==> config.mk <==
export PLATFORM = sky130hd
export DESIGN_NAME = riscv_pipeline_fwd
export DESIGN_NICKNAME = d
export VERILOG_FILES = /design/src/rtl/riscv_pipeline_fwd.sv
export SDC_FILE = /design/constraint.sdc
export NUM_CORES = 2
export LEC_CHECK = 0
export CAP_MARGIN = 30
export CORE_MARGIN = 5
export CORE_UTILIZATION = 57
export DETAILED_ROUTE_END_ITERATION = 6
export PLACE_DENSITY = 0.84
export SYNTH_ARGS = -nofsm -noshare
export SYNTH_HDL_FRONTEND = slang
export SYNTH_SLANG_ARGS = --single-unit
==> constraint.sdc <==
create_clock -name clk -period 5.63 [get_ports clk]
set_input_delay 0.563 -clock clk [delete_from_list [all_inputs] [get_ports clk]]
set_output_delay 0.563 -clock clk [all_outputs]
set_load 0.1 [all_outputs]
==> src/rtl/riscv_pipeline_fwd.sv <==
`default_nettype none
// ============================================================================
// | Module      : riscv_pipeline_fwd                                         |
// | Description : Five-stage RV32I pipeline (IF/ID/EX/MEM/WB) with optional  |
// |               EX bypassing, load-use interlock, branch/jump resolution   |
// |               in EX with flush, and a retire trace port.                 |
// | Ports       : clk, reset_n (async, active low)                           |
// |               instr_addr/instr_data : combinational instruction fetch    |
// |               data_addr/wdata/rdata/we/re : combinational data memory    |
// |               retire_valid/pc/rd/wdata : one pulse per retired instr     |
// | Revision    : 1.0 - initial release                                      |
// ============================================================================
module riscv_pipeline_fwd #(
    parameter int                    DATA_WIDTH = 32,
    parameter logic [DATA_WIDTH-1:0] RESET_PC   = 32'h0000_0000,
    parameter bit                    FORWARDING = 1'b1
) (
    input  logic                  clk,
    input  logic                  reset_n,
    output logic [DATA_WIDTH-1:0] instr_addr,
    input  logic [DATA_WIDTH-1:0] instr_data,
    output logic [DATA_WIDTH-1:0] data_addr,
    output logic [DATA_WIDTH-1:0] data_wdata,
    input  logic [DATA_WIDTH-1:0] data_rdata,
    output logic                  data_we,
    output logic                  data_re,
    output logic                  retire_valid,
    output logic [DATA_WIDTH-1:0] retire_pc,
    output logic [4:0]            retire_rd,
    output logic [DATA_WIDTH-1:0] retire_wdata
);

    localparam logic [6:0] c_OPC_OP     = 7'b0110011;
    localparam logic [6:0] c_OPC_IMM    = 7'b0010011;
    localparam logic [6:0] c_OPC_LUI    = 7'b0110111;
    localparam logic [6:0] c_OPC_AUIPC  = 7'b0010111;
    localparam logic [6:0] c_OPC_LOAD   = 7'b0000011;
    localparam logic [6:0] c_OPC_STORE  = 7'b0100011;
    localparam logic [6:0] c_OPC_BRANCH = 7'b1100011;
    localparam logic [6:0] c_OPC_JAL    = 7'b1101111;
    localparam logic [6:0] c_OPC_JALR   = 7'b1100111;
    localparam logic [DATA_WIDTH-1:0] c_FOUR = DATA_WIDTH'(4);

    generate
        if (DATA_WIDTH != 32) begin : g_bad_width
            $error("riscv_pipeline_fwd: DATA_WIDTH must be 32");
        end
    endgenerate

    // ---------------- pipeline state ----------------
    logic [DATA_WIDTH-1:0] r_pc;
    logic                  r_ifid_valid;
    logic [DATA_WIDTH-1:0] r_ifid_pc, r_ifid_instr;

    logic                  r_idex_valid, r_idex_reg_write, r_idex_use_imm, r_idex_is_op, r_idex_f7b5;
    logic                  r_idex_load, r_idex_store, r_idex_branch, r_idex_jal, r_idex_jalr;
    logic                  r_idex_lui, r_idex_auipc;
    logic [2:0]            r_idex_funct3;
    logic [4:0]            r_idex_rd, r_idex_rs1, r_idex_rs2;
    logic [DATA_WIDTH-1:0] r_idex_pc, r_idex_imm, r_idex_rs1_val, r_idex_rs2_val;

    logic                  r_exmem_valid, r_exmem_reg_write, r_exmem_load, r_exmem_store;
    logic [4:0]            r_exmem_rd;
    logic [DATA_WIDTH-1:0] r_exmem_pc, r_exmem_result, r_exmem_store_data;

    logic                  r_memwb_valid, r_memwb_reg_write;
    logic [4:0]            r_memwb_rd;
    logic [DATA_WIDTH-1:0] r_memwb_pc, r_memwb_wdata;

    logic [DATA_WIDTH-1:0] r_regs [32];

    // ---------------- decode (ID) ----------------
    logic [6:0]            w_opcode;
    logic [4:0]            w_rd, w_rs1, w_rs2;
    logic [2:0]            w_funct3;
    logic [DATA_WIDTH-1:0] w_imm_i, w_imm_s, w_imm_b, w_imm_u, w_imm_j;
    logic [DATA_WIDTH-1:0] w_dec_imm;
    logic w_dec_use_rs1, w_dec_use_rs2, w_dec_wr, w_dec_use_imm, w_dec_is_op;
    logic w_dec_load, w_dec_store, w_dec_branch, w_dec_jal, w_dec_jalr, w_dec_lui, w_dec_auipc;
    logic w_dec_reg_write;

    assign w_opcode = r_ifid_instr[6:0];
    assign w_rd     = r_ifid_instr[11:7];
    assign w_funct3 = r_ifid_instr[14:12];
    assign w_rs1    = r_ifid_instr[19:15];
    assign w_rs2    = r_ifid_instr[24:20];
    assign w_imm_i  = {{20{r_ifid_instr[31]}}, r_ifid_instr[31:20]};
    assign w_imm_s  = {{20{r_ifid_instr[31]}}, r_ifid_instr[31:25], r_ifid_instr[11:7]};
    assign w_imm_b  = {{19{r_ifid_instr[31]}}, r_ifid_instr[31], r_ifid_instr[7],
                       r_ifid_instr[30:25], r_ifid_instr[11:8], 1'b0};
    assign w_imm_u  = {r_ifid_instr[31:12], 12'b0};
    assign w_imm_j  = {{11{r_ifid_instr[31]}}, r_ifid_instr[31], r_ifid_instr[19:12],
                       r_ifid_instr[20], r_ifid_instr[30:21], 1'b0};

    always_comb begin
        w_dec_imm     = '0;
        w_dec_use_rs1 = 1'b0;
        w_dec_use_rs2 = 1'b0;
        w_dec_wr      = 1'b0;
        w_dec_use_imm = 1'b0;
        w_dec_is_op   = 1'b0;
        w_dec_load    = 1'b0;
        w_dec_store   = 1'b0;
        w_dec_branch  = 1'b0;
        w_dec_jal     = 1'b0;
        w_dec_jalr    = 1'b0;
        w_dec_lui     = 1'b0;
        w_dec_auipc   = 1'b0;
        case (w_opcode)
            c_OPC_OP:     begin w_dec_use_rs1 = 1'b1; w_dec_use_rs2 = 1'b1; w_dec_wr = 1'b1; w_dec_is_op = 1'b1; end
            c_OPC_IMM:    begin w_dec_use_rs1 = 1'b1; w_dec_wr = 1'b1; w_dec_use_imm = 1'b1; w_dec_imm = w_imm_i; end
            c_OPC_LUI:    begin w_dec_wr = 1'b1; w_dec_lui = 1'b1; w_dec_imm = w_imm_u; end
            c_OPC_AUIPC:  begin w_dec_wr = 1'b1; w_dec_auipc = 1'b1; w_dec_imm = w_imm_u; end
            c_OPC_LOAD:   begin w_dec_use_rs1 = 1'b1; w_dec_wr = 1'b1; w_dec_load = 1'b1; w_dec_imm = w_imm_i; end
            c_OPC_STORE:  begin w_dec_use_rs1 = 1'b1; w_dec_use_rs2 = 1'b1; w_dec_store = 1'b1; w_dec_imm = w_imm_s; end
            c_OPC_BRANCH: begin w_dec_use_rs1 = 1'b1; w_dec_use_rs2 = 1'b1; w_dec_branch = 1'b1; w_dec_imm = w_imm_b; end
            c_OPC_JAL:    begin w_dec_wr = 1'b1; w_dec_jal = 1'b1; w_dec_imm = w_imm_j; end
            c_OPC_JALR:   begin w_dec_use_rs1 = 1'b1; w_dec_wr = 1'b1; w_dec_jalr = 1'b1; w_dec_imm = w_imm_i; end
            default:      ;
        endcase
    end

    // x0 destinations are folded into "no write" here so every later stage,
    // the bypass network and the trace port see a single qualified flag.
    assign w_dec_reg_write = w_dec_wr & (w_rd != 5'd0);

    // Write-first register read: the instruction in WB is visible to ID.
    logic                  w_wb_we;
    logic [DATA_WIDTH-1:0] w_rs1_val, w_rs2_val;
    assign w_wb_we = r_memwb_valid & r_memwb_reg_write;

    always_comb begin
        w_rs1_val = '0;
        w_rs2_val = '0;
        if (w_rs1 != 5'd0)
            w_rs1_val = (w_wb_we && r_memwb_rd == w_rs1) ? r_memwb_wdata : r_regs[w_rs1];
        if (w_rs2 != 5'd0)
            w_rs2_val = (w_wb_we && r_memwb_rd == w_rs2) ? r_memwb_wdata : r_regs[w_rs2];
    end

    // ---------------- hazards and EX operand selection ----------------
    logic                  w_stall;
    logic [DATA_WIDTH-1:0] w_ex_rs1, w_ex_rs2;
    logic                  w_hit_ex, w_hit_mem;

    assign w_hit_ex  = r_idex_valid & r_idex_reg_write &
                       ((w_dec_use_rs1 & (w_rs1 == r_idex_rd)) | (w_dec_use_rs2 & (w_rs2 == r_idex_rd)));
    assign w_hit_mem = r_exmem_valid & r_exmem_reg_write &
                       ((w_dec_use_rs1 & (w_rs1 == r_exmem_rd)) | (w_dec_use_rs2 & (w_rs2 == r_exmem_rd)));

    generate
        if (FORWARDING) begin : g_fwd
            logic w_fwd_mem_ok, w_fwd_wb_ok;
            // A load's EX/MEM result is its address, never its data; the
            // load-use stall guarantees a consumer never needs it from there.
            assign w_fwd_mem_ok = r_exmem_valid & r_exmem_reg_write & ~r_exmem_load;
            assign w_fwd_wb_ok  = w_wb_we;
            assign w_stall  = r_ifid_valid & w_hit_ex & r_idex_load;
            assign w_ex_rs1 = (w_fwd_mem_ok && r_exmem_rd == r_idex_rs1) ? r_exmem_result :
                              (w_fwd_wb_ok  && r_memwb_rd == r_idex_rs1) ? r_memwb_wdata  : r_idex_rs1_val;
            assign w_ex_rs2 = (w_fwd_mem_ok && r_exmem_rd == r_idex_rs2) ? r_exmem_result :
                              (w_fwd_wb_ok  && r_memwb_rd == r_idex_rs2) ? r_memwb_wdata  : r_idex_rs2_val;
        end else begin : g_interlock
            // Hold in ID until the producer reaches WB, where the write-first
            // read path supplies the value.
            assign w_stall  = r_ifid_valid & (w_hit_ex | w_hit_mem);
            assign w_ex_rs1 = r_idex_rs1_val;
            assign w_ex_rs2 = r_idex_rs2_val;
        end
    endgenerate

    // ---------------- execute ----------------
    logic [DATA_WIDTH-1:0] w_ex_b, w_alu, w_pc_imm, w_rs1_imm, w_target, w_ex_result;
    logic                  w_taken, w_redirect;

    assign w_ex_b    = r_idex_use_imm ? r_idex_imm : w_ex_rs2;
    assign w_pc_imm  = r_idex_pc + r_idex_imm;
    assign w_rs1_imm = w_ex_rs1 + r_idex_imm;

    always_comb begin
        w_alu = '0;
        case (r_idex_funct3)
            3'b000:  w_alu = (r_idex_is_op && r_idex_f7b5) ? w_ex_rs1 - w_ex_b : w_ex_rs1 + w_ex_b;
            3'b001:  w_alu = w_ex_rs1 << w_ex_b[4:0];
            3'b010:  w_alu = {{(DATA_WIDTH-1){1'b0}}, $signed(w_ex_rs1) < $signed(w_ex_b)};
            3'b011:  w_alu = {{(DATA_WIDTH-1){1'b0}}, w_ex_rs1 < w_ex_b};
            3'b100:  w_alu = w_ex_rs1 ^ w_ex_b;
            3'b101:  w_alu = r_idex_f7b5 ? $unsigned($signed(w_ex_rs1) >>> w_ex_b[4:0])
                                         : w_ex_rs1 >> w_ex_b[4:0];
            3'b110:  w_alu = w_ex_rs1 | w_ex_b;
            default: w_alu = w_ex_rs1 & w_ex_b;
        endcase
    end

    always_comb begin
        w_taken = 1'b0;
        case (r_idex_funct3)
            3'b000:  w_taken = (w_ex_rs1 == w_ex_rs2);
            3'b001:  w_taken = (w_ex_rs1 != w_ex_rs2);
            3'b100:  w_taken = ($signed(w_ex_rs1) <  $signed(w_ex_rs2));
            3'b101:  w_taken = ($signed(w_ex_rs1) >= $signed(w_ex_rs2));
            3'b110:  w_taken = (w_ex_rs1 <  w_ex_rs2);
            3'b111:  w_taken = (w_ex_rs1 >= w_ex_rs2);
            default: w_taken = 1'b0;
        endcase
    end

    assign w_redirect = r_idex_valid & (r_idex_jal | r_idex_jalr | (r_idex_branch & w_taken));
    assign w_target   = r_idex_jalr ? {w_rs1_imm[DATA_WIDTH-1:1], 1'b0} : w_pc_imm;

    // Final writeback value for everything except loads; memory ops carry
    // their address in the same field.
    always_comb begin
        w_ex_result = w_alu;
        if (r_idex_lui)                      w_ex_result = r_idex_imm;
        else if (r_idex_auipc)               w_ex_result = w_pc_imm;
        else if (r_idex_jal || r_idex_jalr)  w_ex_result = r_idex_pc + c_FOUR;
        else if (r_idex_load || r_idex_store) w_ex_result = w_rs1_imm;
    end

    // ---------------- pipeline registers ----------------
    always_ff @(posedge clk or negedge reset_n) begin
        if (!reset_n) begin
            r_pc              <= RESET_PC;
            r_ifid_valid      <= 1'b0;
            r_ifid_pc         <= '0;
            r_ifid_instr      <= '0;
            r_idex_valid      <= 1'b0;
            r_idex_reg_write  <= 1'b0;
            r_idex_use_imm    <= 1'b0;
            r_idex_is_op      <= 1'b0;
            r_idex_f7b5       <= 1'b0;
            r_idex_load       <= 1'b0;
            r_idex_store      <= 1'b0;
            r_idex_branch     <= 1'b0;
            r_idex_jal        <= 1'b0;
            r_idex_jalr       <= 1'b0;
            r_idex_lui        <= 1'b0;
            r_idex_auipc      <= 1'b0;
            r_idex_funct3     <= '0;
            r_idex_rd         <= '0;
            r_idex_rs1        <= '0;
            r_idex_rs2        <= '0;
            r_idex_pc         <= '0;
            r_idex_imm        <= '0;
            r_idex_rs1_val    <= '0;
            r_idex_rs2_val    <= '0;
            r_exmem_valid     <= 1'b0;
            r_exmem_reg_write <= 1'b0;
            r_exmem_load      <= 1'b0;
            r_exmem_store     <= 1'b0;
            r_exmem_rd        <= '0;
            r_exmem_pc        <= '0;
            r_exmem_result    <= '0;
            r_exmem_store_data <= '0;
            r_memwb_valid     <= 1'b0;
            r_memwb_reg_write <= 1'b0;
            r_memwb_rd        <= '0;
            r_memwb_pc        <= '0;
            r_memwb_wdata     <= '0;
        end else begin
            // Redirect outranks stall: the stalled instruction is flushed anyway.
            if (w_redirect)    r_pc <= w_target;
            else if (!w_stall) r_pc <= r_pc + c_FOUR;

            if (w_redirect) begin
                r_ifid_valid <= 1'b0;
            end else if (!w_stall) begin
                r_ifid_valid <= 1'b1;
                r_ifid_pc    <= r_pc;
                r_ifid_instr <= instr_data;
            end

            r_idex_valid     <= r_ifid_valid & ~w_stall & ~w_redirect;
            r_idex_reg_write <= w_dec_reg_write;
            r_idex_use_imm   <= w_dec_use_imm;
            r_idex_is_op     <= w_dec_is_op;
            r_idex_f7b5      <= r_ifid_instr[30];
            r_idex_load      <= w_dec_load;
            r_idex_store     <= w_dec_store;
            r_idex_branch    <= w_dec_branch;
            r_idex_jal       <= w_dec_jal;
            r_idex_jalr      <= w_dec_jalr;
            r_idex_lui       <= w_dec_lui;
            r_idex_auipc     <= w_dec_auipc;
            r_idex_funct3    <= w_funct3;
            r_idex_rd        <= w_rd;
            r_idex_rs1       <= w_rs1;
            r_idex_rs2       <= w_rs2;
            r_idex_pc        <= r_ifid_pc;
            r_idex_imm       <= w_dec_imm;
            r_idex_rs1_val   <= w_rs1_val;
            r_idex_rs2_val   <= w_rs2_val;

            r_exmem_valid      <= r_idex_valid;
            r_exmem_reg_write  <= r_idex_reg_write;
            r_exmem_load       <= r_idex_load;
            r_exmem_store      <= r_idex_store;
            r_exmem_rd         <= r_idex_rd;
            r_exmem_pc         <= r_idex_pc;
            r_exmem_result     <= w_ex_result;
            r_exmem_store_data <= w_ex_rs2;

            r_memwb_valid     <= r_exmem_valid;
            r_memwb_reg_write <= r_exmem_reg_write;
            r_memwb_rd        <= r_exmem_rd;
            r_memwb_pc        <= r_exmem_pc;
            r_memwb_wdata     <= r_exmem_load ? data_rdata : r_exmem_result;
        end
    end

    always_ff @(posedge clk or negedge reset_n) begin
        if (!reset_n) begin
            for (int i = 0; i < 32; i++) r_regs[i] <= '0;
        end else if (w_wb_we) begin
            r_regs[r_memwb_rd] <= r_memwb_wdata;
        end
    end

    // ---------------- outputs ----------------
    assign instr_addr   = r_pc;
    assign data_addr    = {r_exmem_result[DATA_WIDTH-1:2], 2'b00};
    assign data_wdata   = r_exmem_store_data;
    assign data_we      = r_exmem_valid & r_exmem_store;
    assign data_re      = r_exmem_valid & r_exmem_load;
    assign retire_valid = r_memwb_valid;
    assign retire_pc    = r_memwb_valid ? r_memwb_pc : '0;
    assign retire_rd    = w_wb_we ? r_memwb_rd : 5'd0;
    assign retire_wdata = w_wb_we ? r_memwb_wdata : '0;

endmodule
`default_nettype wire

# After elaboration in Yosys (flattened, before gate mapping)
# Index checks and enable logic that the tools add are counted.
# classes
order_cmp	10
mul	0
n_reduce_logical	20
n_eq_ne	27
mux	48
n_shift	3
n_div	0
addsub	6
n_bitwise	28
# op_table
cell	n
1024-bit bitwise mux	1
32-bit 2-to-1 mux	26
32-bit binary-select mux with 5-bit select	2
32-bit case mux with 7 select lines	1
32-bit demux with 5-bit select	1
32-bit case mux with 5 select lines	1
32-bit less-than comparator	4
32-bit adder	3
32-bit by 3-bit adder with 32-bit output (second input constant)	2
32-bit greater-or-equal comparator	2
5-bit equality test	8
32-bit bitwise AND	1
32-bit equality test	1
32-bit != test	1
32-bit bitwise OR	1
32-bit by 5-bit left shift with 32-bit output	1
32-bit by 5-bit >> shifter with 32-bit output	1
32-bit by 5-bit >>> shifter with 32-bit output	1
32-bit subtractor	1
32-bit XOR	1
7-bit by 6-bit equality test with 1-bit output (second input constant)	3
7-bit equality test (second input constant)	3
6-bit greater-or-equal comparator (second input constant)	3
5-bit inverter with 6-bit output	3
22 further kinds	70
# word_totals
ram_bits	0
output_inout_bits	168
romBits	0
wordCells	211
memories	0
latch_bits	0
ff_bits	1455

# Depth between registers and ports, before layout
# logic_depth
ltp_word	12
depth_mapped	24
ltp_nobuf	20

# Worst setup path after synthesis
# Ideal clock, no wire load.
# synth_path
path_type	flip-flop to flip-flop
from	reg r_memwb_valid, in the netlist retire_valid
to	reg r_exmem_result[29]
slack_ps	-32
t_arrival_ps	5542
period_less_slack_ps	5662
setup_time_ps	120
stages_incl_launch_ff	22
path_cell_list	dfrtp_1 > and2_1 > clkbuf_1 > nand2b_1 > o21ai_0 > a311oi_1 > nor2_1 > buf_2 > clkbuf_1 > buf_1 > ha_1 > clkbuf_1 > o2111ai_1 > a2111oi_0 > nor2_1 > a211oi_1 > nor3_1 > o31a_1 > o31ai_1 > xnor2_1 > o2111ai_1 > a41o_1
# synth_between
elab_chain_len	12
elab_cells_between_ends	24
classes_between	add/sub (3); shift (3); mux (12); bitwise (4); reduce/logical (2)
# synth_rtl
item	line_no	text
start: declaration	66	logic r_memwb_valid, r_memwb_reg_write;
start signal: assignment	304	r_memwb_valid <= r_exmem_valid;
1-bit bitwise AND *	130	assign w_wb_we = r_memwb_valid & r_memwb_reg_write;
1-bit logical AND	162	(w_fwd_wb_ok && r_memwb_rd == r_idex_rs2) ? r_memwb_wdata : r_idex_rs2_val;
32-bit 2-to-1 mux	162	
32-bit 2-to-1 mux	161	assign w_ex_rs2 = (w_fwd_mem_ok && r_exmem_rd == r_idex_rs2) ? r_exmem_result :
32-bit 2-to-1 mux	176	assign w_ex_b = r_idex_use_imm ? r_idex_imm : w_ex_rs2;
32-bit adder, or another cell as far along	183	3'b000: w_alu = (r_idex_is_op && r_idex_f7b5) ? w_ex_rs1 - w_ex_b : w_ex_rs1 + w_ex_b;
32-bit 2-to-1 mux (on tied branches)	183, 188	
32-bit case mux with 7 select lines	182	case (r_idex_funct3)
32-bit 2-to-1 mux *	218	else if (r_idex_load || r_idex_store) w_ex_result = w_rs1_imm;
32-bit 2-to-1 mux *	217	else if (r_idex_jal || r_idex_jalr) w_ex_result = r_idex_pc + c_FOUR;
32-bit 2-to-1 mux *	216	else if (r_idex_auipc) w_ex_result = w_pc_imm;
32-bit 2-to-1 mux *	215	if (r_idex_lui) w_ex_result = r_idex_imm;
net w_ex_result[29]	173	logic [DATA_WIDTH-1:0] w_ex_b, w_alu, w_pc_imm, w_rs1_imm, w_target, w_ex_result;
end signal: assignment	301	r_exmem_result <= w_ex_result;
end: declaration	64	logic [DATA_WIDTH-1:0] r_exmem_pc, r_exmem_result, r_exmem_store_data;
# The timed path passes the listed nets; every way through them passes the cells marked *.
# A chain may end at the register's enable or synchronous reset.

# Worst setup path after layout
# layout_path
from	reg r_idex_rs2[3]
to	reg r_ifid_pc[9]
# layout_between
elab_chain_len	11
elab_cells_between_ends	18
classes_between	order compare (4); eq/ne (4); mux (3); bitwise (4); reduce/logical (3)
# layout_rtl
item	line_no	text
start: declaration	59	logic [4:0] r_idex_rd, r_idex_rs1, r_idex_rs2;
start signal: assignment	289	r_idex_rs2 <= w_rs2;
5-bit equality test	162	
1-bit logical AND	162	
32-bit 2-to-1 mux	162	
32-bit 2-to-1 mux *	161	
net w_ex_rs2[29]	143	logic [DATA_WIDTH-1:0] w_ex_rs1, w_ex_rs2;
32-bit greater-or-equal comparator, or another cell as far along	203	3'b111: w_taken = (w_ex_rs1 >= w_ex_rs2);
1-bit case mux with 6 select lines *	197	case (r_idex_funct3)
1-bit bitwise AND *	208	assign w_redirect = r_idex_valid & (r_idex_jal | r_idex_jalr | (r_idex_branch & w_taken));
1-bit bitwise OR *	208	
1-bit bitwise AND *	208	
1-bit inverter (no line) *	--	
2-bit AND reduction (no line) *	--	
end signal: assignment	270	r_ifid_pc <= r_pc;
end: declaration	53	logic [DATA_WIDTH-1:0] r_ifid_pc, r_ifid_instr;
# Marks and branches as above.

==> impl_metrics.csv <==
group,metric,value,unit
min_path,min-delay-path-class,"input pin to asynchronous set/reset pin",
placed_design,finalWeightedCongestion,1.119,
synth,yosysWarningCount,0,
timing,timing.clock.skew,0.07241,ns
timing,finalHoldViolations,0,
global_routing,maximum_number_of_pins_on_one_net_before_global_route_repair,161,
power_and_ir_drop,seq_power_share,42.6,%
timing,setup_viol,0,
route,wl_per_cell,41.10,um
flow_run,cap_viol_max_count,0,
finish,finalNonFillerCells,9671,
timing,finalWorstSetupSlack,0.1072,ns
power_and_ir_drop,switching_power,8.557,mW
global_routing,grt_antenna_before_repair,32,
clock_tree,insertion_delay,0.86,ns
finish,areaGrowthSynthToFinish,17.26,%
finish,layout.filler_cells,9963,
floorplanning,top_level_ports,234,
global_routing,vias_in_the_first_global_route,74534,
finish,area_of_combinational_cells_with_multiple_inputs,47270,sq um
power_and_ir_drop,p_sw_share,31.69,%
synth,yosysSeqAreaShare,42.13,%
finish,ff_latch_area,36460,sq um
route,route.detailed.drc,0,
finish,fin_nets,7792,
timing,grt_setup_unrepaired,"true",
floorplanning,die-width,399.4,um
power_and_ir_drop,power.combinational.fraction,18.1,%
timing,maxSlewViolCount,0,
route,dr.first_iter.drc_count,10452,
worst_setup_path,worst_setup_sp,"r_idex_rs2[3]",
synth,synth_top_area_share,42.13,%
placed_design,io_port_bufs,231,
worst_setup_path,r2r_end,"r_ifid_pc[9]",
synth,number_of_cells_produced_by_synthesis,7039,
placed_design,dpl_worst_slack,-0.3234,ns
route,routed-via-count,72871,
worst_setup_path,regToRegSetupSlack,0.11,ns
finish,drive_gt1_share,38.35,%
synth,asyncSetResetFlopFracSynth,100.0,%
worst_setup_path,crit_path_start_kind,"register",
power_and_ir_drop,leakage,46.79,nW
clock_tree,numCtsBuffers,152,
floorplanning,die_h,399.4,um
timing,final_min_period_over_clock_period,98.10,%
synth,synthTopCellsByArea,"sky130_fd_sc_hd__dfrtp_1, sky130_fd_sc_hd__mux4_2, sky130_fd_sc_hd__mux2_2",
worst_setup_path,critical_path.endpoint_type,"register",
synth,synth.largest_area_cell,"sky130_fd_sc_hd__dfrtp_1",
clock_tree,clkTransAtPathRegs,0.07,ns
power_and_ir_drop,power_per_cell_area,266.5,nW/um^2
placed_design,half_perimeter_wire_length_after_placement,269.1,mm
synth,synthesis.area,86410,sq um
global_routing,wire_length_of_the_first_global_routing_pass,560.3,mm
worst_setup_path,r2r-start,"r_idex_rs2[3]",
route,detail_route.first_pass.iterations,7,
clock_tree,cts_num_sinks,1455,
route,totalWireLength,397.5,mm
timing,timing.slew.headroom,26.55,%
floorplanning,design.die.area,159500,sq um
timing,max_slew.worst_pin.slew,1.101,ns
synth,number_of_flops_mapped_to_enable_cells_by_yosys,0,
timing,clock.fmax,0.1811,GHz
power_and_ir_drop,p_clk_share,39.3,%
worst_setup_path,crit_required,6.32,ns
floorplanning,effective_utilization_at_floorplan,57.49,%
global_routing,grt_util_all_layers,49.56,%
placed_design,post-place-cells,9370,
route,via_per_inst,7.535,
global_routing,grt.overflow.total,0,
timing,holdWs,0.3088,ns
synth,ys_ff_latch,1455,
finish,post-route-util,67.41,%
power_and_ir_drop,max-vdd-ir-drop,364.2,uV
power_and_ir_drop,power.internal,18.45,mW
floorplanning,core_area,150300,sq um
worst_setup_path,critPathKind,"register to register",
synth,synth_area_per_cell,12.28,sq um
floorplanning,core.rowCount,142,
timing,fin_crit,5.523,ns
synth,synthFlopType,"sky130_fd_sc_hd__dfrtp_1",
run_status,outcome,"complete, no violations",
route,number_of_nets_with_antenna_violations_after_detailed_routing,0,
clock_tree,h-tree-depth,4,
worst_setup_path,ff2ff_path_depth,26,
clock_tree,clock_tree.root_cell,"sky130_fd_sc_hd__clkbuf_16",
worst_setup_path,crit_fanout,18,
clock_tree,tritoncts,"yes",
worst_setup_path,worstPathArrival,6.21,ns
clock_tree,clock_tree.buffer_depth,3,
synth,post_synth_num_cell_types,98,
[critical path, cell delays in order, from the launching register on]
cell and delay [ns]:
sky130_fd_sc_hd__dfrtp_1 0.39, sky130_fd_sc_hd__buf_4 0.14, sky130_fd_sc_hd__xnor2_1 0.18, sky130_fd_sc_hd__and4_4 0.29
sky130_fd_sc_hd__nand2_2 0.07, sky130_fd_sc_hd__buf_12 0.17, sky130_fd_sc_hd__buf_12 0.15, sky130_fd_sc_hd__buf_4 0.16
sky130_fd_sc_hd__mux2i_1 0.17, sky130_fd_sc_hd__a21oi_2 0.20, sky130_fd_sc_hd__inv_1 0.11, sky130_fd_sc_hd__ha_1 0.33
sky130_fd_sc_hd__nand4_1 0.17, sky130_fd_sc_hd__nor4_1 0.31, sky130_fd_sc_hd__buf_4 0.23, sky130_fd_sc_hd__and3_1 0.17
sky130_fd_sc_hd__a221o_2 0.25, sky130_fd_sc_hd__nor4_2 0.06, sky130_fd_sc_hd__buf_4 0.16, sky130_fd_sc_hd__o221a_2 0.24
sky130_fd_sc_hd__o211ai_1 0.20, sky130_fd_sc_hd__o31ai_2 0.11, sky130_fd_sc_hd__buf_4 0.16, sky130_fd_sc_hd__o21ai_4 0.20
sky130_fd_sc_hd__buf_12 0.17, sky130_fd_sc_hd__buf_16 0.19, sky130_fd_sc_hd__mux2_2 0.38
[power by group through the flow]
stage          sequential (mW)  combinational (mW)  clock (mW)
3_3_place_gp              11.6                4.51           0
5_1_grt                   11.5                5.04        11.0
6_report                  11.5                4.88        10.6
4_1_cts                   11.4                4.68        10.6
3_5_place_dp              11.6                4.60           0
2_1_floorplan             11.6                2.46           0
[layer usage]
layer  vias up  track usage [%]  routed length [um]
met1     36455            59.87              133100
li1      27595                -                   -
met4        16            41.31               44760
met5         -                0                 106
met3      2218            15.38               49200
met2      6587            73.00              170300
[registers in the layout, indices dropped and copies added, names as in the netlist, 32 cells and up]
| register | flops |
|---|---|
| r_idex_pc | 32 |
| r_ifid_instr | 32 |
| r_ifid_pc | 32 |
| r_memwb_wdata | 32 |
| r_exmem_pc | 32 |
| instr_addr | 32 |
| r_idex_rs2_val | 32 |
| r_idex_rs1_val | 32 |
| data_wdata | 32 |
| r_idex_imm | 32 |
| r_memwb_pc | 32 |
| r_regs | 1024 |
| r_exmem_result | 32 |
[cells in the final DEF, fill, tap and decap left out, types with 24 or more instances in the layout]
cell type                         synthesis  routed
sky130_fd_sc_hd__dfrtp_1               1455    1439
sky130_fd_sc_hd__mux2_2                1136    1136
sky130_fd_sc_hd__buf_4                   35     684
sky130_fd_sc_hd__mux4_2                 639     639
sky130_fd_sc_hd__nor2_1                 330     302
sky130_fd_sc_hd__o21ai_0                280     274
sky130_fd_sc_hd__nand2_1                277     259
sky130_fd_sc_hd__a21oi_1                271     257
sky130_fd_sc_hd__clkdlybuf4s50_1          0     229
sky130_fd_sc_hd__nand3_1                204     202
sky130_fd_sc_hd__ha_1                   193     188
sky130_fd_sc_hd__mux2i_1                162     162
sky130_fd_sc_hd__clkbuf_16                0     154
sky130_fd_sc_hd__inv_1                  152     151
sky130_fd_sc_hd__a211oi_1               117     116
sky130_fd_sc_hd__nor3_1                 108     101
sky130_fd_sc_hd__xnor2_1                 99      98
sky130_fd_sc_hd__a21o_1                  79      79
sky130_fd_sc_hd__xor2_1                  70      69
sky130_fd_sc_hd__a31oi_1                 70      65
sky130_fd_sc_hd__and2_1                  66      65
sky130_fd_sc_hd__and3_1                  61      61
sky130_fd_sc_hd__nand4_1                 54      54
sky130_fd_sc_hd__o211ai_1                48      48
sky130_fd_sc_hd__buf_12                   0      48
sky130_fd_sc_hd__clkbuf_1               465      34
sky130_fd_sc_hd__buf_16                   0      29
sky130_fd_sc_hd__nor2b_1                 28      28
sky130_fd_sc_hd__o22ai_1                 28      28
sky130_fd_sc_hd__clkbuf_8                 0      28
sky130_fd_sc_hd__o21a_1                  27      27
sky130_fd_sc_hd__nand2b_1                26      26
sky130_fd_sc_hd__o31ai_1                 29      24
[cells by family (layout without fill, tap and decap cells)]
group / after synthesis / in the layout / share of synthesized area (%)
muxes: 1937 / 1937 / 33.33
DFF: 1455 / 1455 / 42.13
and+or+nand+nor: 1249 / 1249 / 6.969
AOI/OAI and AO/OA: 1209 / 1209 / 9.150
buffers and inverters: 822 / 1422 / 3.808
adders and majority gates: 197 / 197 / 2.887
xor gates and xnor gates: 169 / 169 / 1.713
other: 1 / 17 / 0.004340
[worst max-delay path by stage]
stage / endpoint / cells after the start
floorplan: r_exmem_result[29] / 21
global placement: r_ifid_pc[19] / 22
detailed placement: r_exmem_result[28] / 23
CTS: r_ifid_pc[9] / 25
global route: r_exmem_result[30] / 23
finish: r_ifid_pc[9] / 26
[per-stage QoR]
step	area [sq um]	TNS, ns	total power, mW
3_5_place_dp	95500	-27.86	16.21
2_1_floorplan	86420	0	14.07
3_3_place_gp	94750	-26.56	16.07
6_report	101300	0	27.00
4_1_cts	100700	0	26.68
5_1_grt	101300	-0.09591	27.55
[timing repair]
action,4_1_cts,5_1_grt
endpoints found under the setup margin,109,113
hold buffers,1,0
endpoints found under the hold margin,96,0
gates resized for setup,20,57
pin swaps,2,10
gates cloned,0,2
setup buffers,0,11
[synth_stat cells, types with 18 or more instances]
cell type / n
sky130_fd_sc_hd__dfrtp_1: 1455
sky130_fd_sc_hd__mux2_2: 1136
sky130_fd_sc_hd__mux4_2: 639
sky130_fd_sc_hd__clkbuf_1: 465
sky130_fd_sc_hd__nor2_1: 330
sky130_fd_sc_hd__o21ai_0: 280
sky130_fd_sc_hd__nand2_1: 277
sky130_fd_sc_hd__a21oi_1: 271
sky130_fd_sc_hd__nand3_1: 204
sky130_fd_sc_hd__ha_1: 193
sky130_fd_sc_hd__mux2i_1: 162
sky130_fd_sc_hd__inv_1: 152
sky130_fd_sc_hd__buf_1: 119
sky130_fd_sc_hd__a211oi_1: 117
sky130_fd_sc_hd__nor3_1: 108
sky130_fd_sc_hd__xnor2_1: 99
sky130_fd_sc_hd__a21o_1: 79
sky130_fd_sc_hd__a31oi_1: 70
sky130_fd_sc_hd__xor2_1: 70
sky130_fd_sc_hd__and2_1: 66
sky130_fd_sc_hd__and3_1: 61
sky130_fd_sc_hd__nand4_1: 54
sky130_fd_sc_hd__o211ai_1: 48
sky130_fd_sc_hd__buf_2: 40
sky130_fd_sc_hd__buf_4: 35
sky130_fd_sc_hd__o31ai_1: 29
sky130_fd_sc_hd__nor2b_1: 28
sky130_fd_sc_hd__o22ai_1: 28
sky130_fd_sc_hd__o21a_1: 27
sky130_fd_sc_hd__nand2b_1: 26
sky130_fd_sc_hd__or3_1: 19
sky130_fd_sc_hd__a22oi_1: 18
sky130_fd_sc_hd__nor4_1: 18
sky130_fd_sc_hd__o21bai_1: 18
[area by class of cell]
| type | instances | area share (%) |
|---|---|---|
| timing repair buffer | 998 | 9.163 |
| clock buffer | 215 | 4.285 |
| sequential | 1455 | 35.98 |
| multi-input combinational | 4763 | 46.65 |
| clock inverter | 50 | 0.8125 |
| antenna | 15 | 0.03704 |
| inverter | 159 | 0.5890 |
| tap | 2016 | 2.489 |
Note: power is estimated with default switching activity, not from simulation.
